$ cat config.mk
export PLATFORM = sky130hd
export DESIGN_NAME = cache_mem_arbiter
export DESIGN_NICKNAME = d
export VERILOG_FILES = /design/src/rtl/cache_mem_arbiter.sv
export SDC_FILE = /design/constraint.sdc
export NUM_CORES = 1
export LEC_CHECK = 0
export BUFFER_PORTS_ARGS = -buffer_cell sky130_fd_sc_hd__buf_4
export CAP_MARGIN = 10
export CELL_PAD_IN_SITES_DETAIL_PLACEMENT = 0
export CELL_PAD_IN_SITES_GLOBAL_PLACEMENT = 1
export CORE_ASPECT_RATIO = 1.1
export CORE_MARGIN = 10
export CORE_UTILIZATION = 26
export DETAILED_ROUTE_END_ITERATION = 10
export PLACE_DENSITY = 0.59
export SYNTH_ARGS = -nofsm -noshare
export SYNTH_HDL_FRONTEND = slang
export SYNTH_SLANG_ARGS = --single-unit
$ cat constraint.sdc
create_clock -name clk -period 4.4 [get_ports clk]
set_input_delay 0.44 -clock clk [delete_from_list [all_inputs] [get_ports clk]]
set_output_delay 0.44 -clock clk [all_outputs]
set_load 0.01 [all_outputs]
$ cat src/rtl/cache_mem_arbiter.sv
// Arbiter that shares a single line-granular physical-memory port between an
// instruction cache (read-only fills) and a data cache (fills and writebacks).
// One pmem transaction is outstanding at a time. Simultaneous misses are
// resolved round-robin on the last grantee. Every output comes straight from
// a flop, so reset clears all outputs immediately and no combinational path
// runs from the cache or pmem inputs to any output.
module cache_mem_arbiter #(
    parameter int ADDR_W = 16,
    parameter int LINE_W = 128,
    parameter int OFS_W  = 4
) (
    input  logic              clk,
    input  logic              rst_n,
    input  logic              icache_read,
    input  logic [ADDR_W-1:0] icache_address,
    output logic [LINE_W-1:0] icache_rdata,
    output logic              icache_resp,
    input  logic              dcache_read,
    input  logic              dcache_write,
    input  logic [ADDR_W-1:0] dcache_address,
    input  logic [LINE_W-1:0] dcache_wdata,
    output logic [LINE_W-1:0] dcache_rdata,
    output logic              dcache_resp,
    output logic              pmem_read,
    output logic              pmem_write,
    output logic [ADDR_W-1:0] pmem_address,
    output logic [LINE_W-1:0] pmem_wdata,
    input  logic [LINE_W-1:0] pmem_rdata,
    input  logic              pmem_resp
);

    // Clears the line-offset bits so pmem always sees line-aligned addresses.
    localparam logic [ADDR_W-1:0] ALIGN_MASK = {{(ADDR_W-OFS_W){1'b1}}, {OFS_W{1'b0}}};

    typedef enum logic [2:0] {
        S_IDLE    = 3'd0,
        S_SERVE_I = 3'd1,
        S_SERVE_D = 3'd2,
        S_RESP_I  = 3'd3,
        S_RESP_D  = 3'd4
    } state_t;

    state_t              r_state,      w_state_nx;
    logic                r_last_gnt,   w_last_gnt_nx;  // 0: I-cache, 1: D-cache
    logic                r_pmem_read,  w_pmem_read_nx;
    logic                r_pmem_write, w_pmem_write_nx;
    logic [ADDR_W-1:0]   r_pmem_addr,  w_pmem_addr_nx;
    logic [LINE_W-1:0]   r_pmem_wdata, w_pmem_wdata_nx;
    logic [LINE_W-1:0]   r_line,       w_line_nx;
    logic                r_iresp,      w_iresp_nx;
    logic                r_dresp,      w_dresp_nx;
    logic [LINE_W-1:0]   r_irdata,     w_irdata_nx;
    logic [LINE_W-1:0]   r_drdata,     w_drdata_nx;

    logic w_req_i;
    logic w_req_d;
    logic w_gnt_i;
    logic w_gnt_d;

    // Round-robin choice: a tie goes to whichever cache was not granted last.
    assign w_req_i = icache_read;
    assign w_req_d = dcache_read | dcache_write;
    assign w_gnt_d = w_req_d & (~w_req_i | ~r_last_gnt);
    assign w_gnt_i = w_req_i & ~w_gnt_d;

    // Next-state, grant latching and next output values.
    always_comb begin
        w_state_nx      = r_state;
        w_last_gnt_nx   = r_last_gnt;
        w_pmem_read_nx  = r_pmem_read;
        w_pmem_write_nx = r_pmem_write;
        w_pmem_addr_nx  = r_pmem_addr;
        w_pmem_wdata_nx = r_pmem_wdata;
        w_line_nx       = r_line;
        w_iresp_nx      = 1'b0;
        w_dresp_nx      = 1'b0;
        w_irdata_nx     = {LINE_W{1'b0}};
        w_drdata_nx     = {LINE_W{1'b0}};
        case (r_state)
            S_IDLE: begin
                w_pmem_read_nx  = 1'b0;
                w_pmem_write_nx = 1'b0;
                w_pmem_addr_nx  = {ADDR_W{1'b0}};
                w_pmem_wdata_nx = {LINE_W{1'b0}};
                if (w_gnt_d) begin
                    // Read and write together is treated as a writeback only.
                    w_state_nx      = S_SERVE_D;
                    w_last_gnt_nx   = 1'b1;
                    w_pmem_read_nx  = ~dcache_write;
                    w_pmem_write_nx = dcache_write;
                    w_pmem_addr_nx  = dcache_address & ALIGN_MASK;
                    w_pmem_wdata_nx = dcache_write ? dcache_wdata : {LINE_W{1'b0}};
                end else if (w_gnt_i) begin
                    w_state_nx      = S_SERVE_I;
                    w_last_gnt_nx   = 1'b0;
                    w_pmem_read_nx  = 1'b1;
                    w_pmem_addr_nx  = icache_address & ALIGN_MASK;
                end else begin
                    w_state_nx      = S_IDLE;
                end
            end
            S_SERVE_I, S_SERVE_D: begin
                // Latched command is held untouched until pmem completes.
                if (pmem_resp) begin
                    w_state_nx      = (r_state == S_SERVE_I) ? S_RESP_I : S_RESP_D;
                    w_pmem_read_nx  = 1'b0;
                    w_pmem_write_nx = 1'b0;
                    w_pmem_addr_nx  = {ADDR_W{1'b0}};
                    w_pmem_wdata_nx = {LINE_W{1'b0}};
                    if (r_pmem_read) begin
                        w_line_nx = pmem_rdata;
                    end else begin
                        w_line_nx = r_line;
                    end
                    if (r_state == S_SERVE_I) begin
                        w_iresp_nx  = 1'b1;
                        w_irdata_nx = w_line_nx;
                    end else begin
                        w_dresp_nx  = 1'b1;
                        w_drdata_nx = w_line_nx;
                    end
                end else begin
                    w_state_nx = r_state;
                end
            end
            S_RESP_I, S_RESP_D: begin
                w_state_nx      = S_IDLE;
                w_pmem_read_nx  = 1'b0;
                w_pmem_write_nx = 1'b0;
            end
            default: begin
                w_state_nx      = S_IDLE;
                w_pmem_read_nx  = 1'b0;
                w_pmem_write_nx = 1'b0;
                w_pmem_addr_nx  = {ADDR_W{1'b0}};
                w_pmem_wdata_nx = {LINE_W{1'b0}};
            end
        endcase
    end

    // State register and round-robin history; reset lets the I-cache win the first tie.
    always_ff @(posedge clk or negedge rst_n) begin
        if (!rst_n) begin
            r_state    <= S_IDLE;
            r_last_gnt <= 1'b1;
        end else begin
            r_state    <= w_state_nx;
            r_last_gnt <= w_last_gnt_nx;
        end
    end

    // Registered pmem command, line register and cache response outputs.
    always_ff @(posedge clk or negedge rst_n) begin
        if (!rst_n) begin
            r_pmem_read  <= 1'b0;
            r_pmem_write <= 1'b0;
            r_pmem_addr  <= {ADDR_W{1'b0}};
            r_pmem_wdata <= {LINE_W{1'b0}};
            r_line       <= {LINE_W{1'b0}};
            r_iresp      <= 1'b0;
            r_dresp      <= 1'b0;
            r_irdata     <= {LINE_W{1'b0}};
            r_drdata     <= {LINE_W{1'b0}};
        end else begin
            r_pmem_read  <= w_pmem_read_nx;
            r_pmem_write <= w_pmem_write_nx;
            r_pmem_addr  <= w_pmem_addr_nx;
            r_pmem_wdata <= w_pmem_wdata_nx;
            r_line       <= w_line_nx;
            r_iresp      <= w_iresp_nx;
            r_dresp      <= w_dresp_nx;
            r_irdata     <= w_irdata_nx;
            r_drdata     <= w_drdata_nx;
        end
    end

    assign pmem_read    = r_pmem_read;
    assign pmem_write   = r_pmem_write;
    assign pmem_address = r_pmem_addr;
    assign pmem_wdata   = r_pmem_wdata;
    assign icache_resp  = r_iresp;
    assign icache_rdata = r_irdata;
    assign dcache_resp  = r_dresp;
    assign dcache_rdata = r_drdata;

endmodule

==> impl_metrics.toml <==
[status]
status = "completed"

[placement]
portBuffers = 685
gp_congestion = 0.8925
dp_hpwl_um = 50170
post-place-ws_ns = 2.017
placed_area_um2 = 25260
placed_cells = 2902

[cells_and_area]
drive_gt1_share_pct = 45.06
utilization_pct = 37.33
area_growth_pct = 41.73
regArea_um2 = 13320
fin_area_um2 = 27390
final_cell_count_no_fill = 3036
nNetsFinal = 2320
fillers = 7230
multi_input_area_um2 = 5336

[critical_path]
r2r_cells = 4
crit_chain = "nor3b_1 -> a211o_4 -> buf_4 -> a22o_1"
critPathBufInv = 1
r2r_setup_slack_ns = 2.07
slowest_stage = "a211o_4"
crit_family = "compound AO/OA/AOI/OAI gates"
rr_startpoint = "r_state[1]"
r2r-end = "pmem_wdata[10]"
critical_path_required_ns = 4.93
path_class = "register to register"
crit_path_end_kind = "register"
worstPathMaxFanout = 76
worst_setup_path_start_kind = "register"
slowest_delay_ns = 0.69
critPathArrivalTime_ns = 2.87

[logic_synthesis]
synthCells = 1337
synth-seq-cells = 532
synth_top_area_cell = "dfrtp_1"
ys_seq_area_share_pct = 68.88
avgSynthCellArea_um2 = 14.46
synth-compound-area-share_pct = 6.739
synthTopCellsByArea = "dfrtp_1 69%, mux2_2 7.5%, mux2i_1 7.3%"
synth_top_area_share_pct = 68.75
synth_xor_area_share_pct = 0.04531
synthMuxAreaShare_pct = 14.71
ys_warn_count = 0
synthAdderAreaFrac_pct = 0
netlist_area_um2 = 19330
synth_top_family_by_area = "multiplexers"
synthSimpleGateAreaFrac_pct = 5.930
synth.distinct_cells = 33

[drt]
vias = 13270
drt_iter0_drc = 789
first_pass_iters = 4
drc = 0
wl_per_cell_um = 22.72
via_per_inst = 4.370
ant_nets = 0
routed_wl_um = 68970

[min_path]
hold_class = "primary input to register"
min_to = "pmem_wdata[79]"
hold_start = "dcache_wdata[79]"
hold_depth = 2

[timing]
finClkSkew_ns = 0.02379
drv_slew = 0
period_minus_slack_ns = 2.333
setup_viol = 0
rsz0062_at_grt = "no"
hold_viol = 0
fin_tns_setup_ns = 0
fmax_mhz = 428.7
period_share_pct = 53.01
whs_ns = 0.04490
slew_headroom_pct = 30.28
setup_ws_ns = 2.067
worstMarginPinSlew_ns = 1.040

[floorplan]
die_x_um = 280.0
io_pins = 698
fp-row-count = 104
start_util_pct = 26.34
die-area_um2 = 85660
fp.dieH_um = 306.0
coreArea_um2 = 73390

[clock_tree]
cts_sinks = 532
cts_buffers = 58
insertion_delay_ns = 0.61
cts.repair.resized = 0
htree_num_levels = 2
cts_buffer_depth = 3
cts.clk_slew.worst_paths_ns = 0.06
cts_tree = "done"
root_buffer = "clkbuf_16"

[flow_run]
drv_cap = 0

[global_route]
grt_use_total_pct = 15.53
grt_max_degree = 129
antenna_found_initial = 10
grt_pass1_vias = 14340
grt-ovfl-total = 0
grt_pass1_wl_um = 100200

[power]
pwr-share-clk_pct = 28.0
p_total_mw = 17.48
sequentialPowerShare_pct = 40.2
p_comb_share_pct = 31.8
switching_share_pct = 32.77
p_per_area_nw_per_um2 = 638.2
intPower_mw = 11.75
leakage_nw = 13.88
ir_drop_v = 0.0004014
switchingPower_mw = 5.729
==> kinds of logic (layout without fill, tap and decap cells) <==
| group | count (synthesis) | in the layout |
|---|---|---|
| xor gates and xnor gates | 1 | 1 |
| DFF | 532 | 532 |
| and+or+nand+nor | 283 | 283 |
| buffers and inverters | 102 | 835 |
| AOI/OAI and AO/OA | 150 | 150 |
| muxes | 268 | 268 |
| other | 1 | 13 |
==> cell type report <==
type                    instances  share of cell area, %
repair buffers                724                  20.35
multi-input cells             706                  19.48
well taps                     954                  4.357
flip-flops and latches        532                  48.62
inverters                       4                0.05481
clock inverters                21                 0.8587
diodes                          9                0.08221
clock buffers                  86                  6.198
==> power by group through the flow <==
| stage | Sequential, mW | Clock, mW | Combinational [mW] |
|---|---|---|---|
| 4_1_cts | 7.04 | 5.07 | 5.68 |
| 2_1_floorplan | 7.28 | 0 | 3.00 |
| 5_1_grt | 7.19 | 5.26 | 6.04 |
| 3_5_place_dp | 7.11 | 0 | 5.65 |
| 6_report | 7.03 | 4.90 | 5.55 |
| 3_3_place_gp | 7.07 | 0 | 5.58 |
==> worst reg2reg max path: cells and delay by family, from the launching register on <==
family	cells	cell delay, ns
buf+inv	1	0.59
compound gates	2	0.92
simple gates	1	0.28
flops	1	0.48
==> what timing repair did <==
item                                    4_1_cts  5_1_grt
buffers inserted                              0        0
hold buffers                                 18        0
endpoints found under the hold margin       116        0
endpoints found under the setup margin        0        0
==> synth_stat cells, drive strengths merged <==
cell type and instances:
a211o 1, a21bo 1, a21oi 2, a221oi 1
a22o 128, and2 12, buf 62, clkbuf 36
conb 1, dfrtp 531, dfstp 1, inv 4
mux2 128, mux2i 140, nand2b 1, nand3 1
nand3b 4, nor2 258, nor2b 2, nor3 1
nor3b 2, o211ai 1, o21ai 2, o22ai 1
o2bb2ai 13, or2 1, or3 1, xor2 1
==> sequential cells by signal, indices dropped and copies added (netlist names) <==
signal and cells:
r_last_gnt 1, pmem_read 1, dcache_resp 1, pmem_address 12, dcache_rdata 128, pmem_wdata 128, r_state 3, icache_resp 1
r_line 128, icache_rdata 128, pmem_write 1
==> placed cells by master, fill, tap and decap left out, types with 2 or more instances in the layout <==
cell type      synthesis  layout
clkbuf_8               0      12
buf_12                 0       7
clkbuf_16              0      59
clkbuf_1              36      15
buf_4                  6     698
inv_1                  4       4
nor3b_1                2       2
bufinv_16              0       3
clkinv_2               0       8
mux2_2               128     128
nor2_1               257     257
dlygate4sd3_1          0      18
a22o_1               128     128
conb_1                 1       4
and2_1                12      12
nand3b_1               4       4
a21oi_1                2       2
clkinv_8               0       2
mux2i_1              140     140
clkinvlp_4             0       2
clkinv_4               0       3
o21ai_0                2       2
diode_2                0       9
o2bb2ai_1             12      12
inv_8                  0       2
dfrtp_1              531     530
nor2b_1                2       2
==> metal layers <==
layer	GRT usage (%)	vias up	wire length [µm]
met4	6.075	0	2261
met3	4.696	110	4982
met5	0	-	0
met2	27.43	399	36000
li1	-	5976	-
met1	17.28	6781	25720
==> worst max-delay path by stage <==
stage	from	to	depth (start not counted)
floorplan	r_state[1]	pmem_wdata[100]	7
global placement	pmem_resp	pmem_wdata[85]	5
detailed placement	pmem_resp	pmem_wdata[10]	5
CTS	r_state[1]	pmem_wdata[10]	4
global route	r_state[1]	pmem_wdata[27]	4
finish	r_state[1]	pmem_wdata[10]	4
No activity file was read; power rests on OpenSTA's default activity.
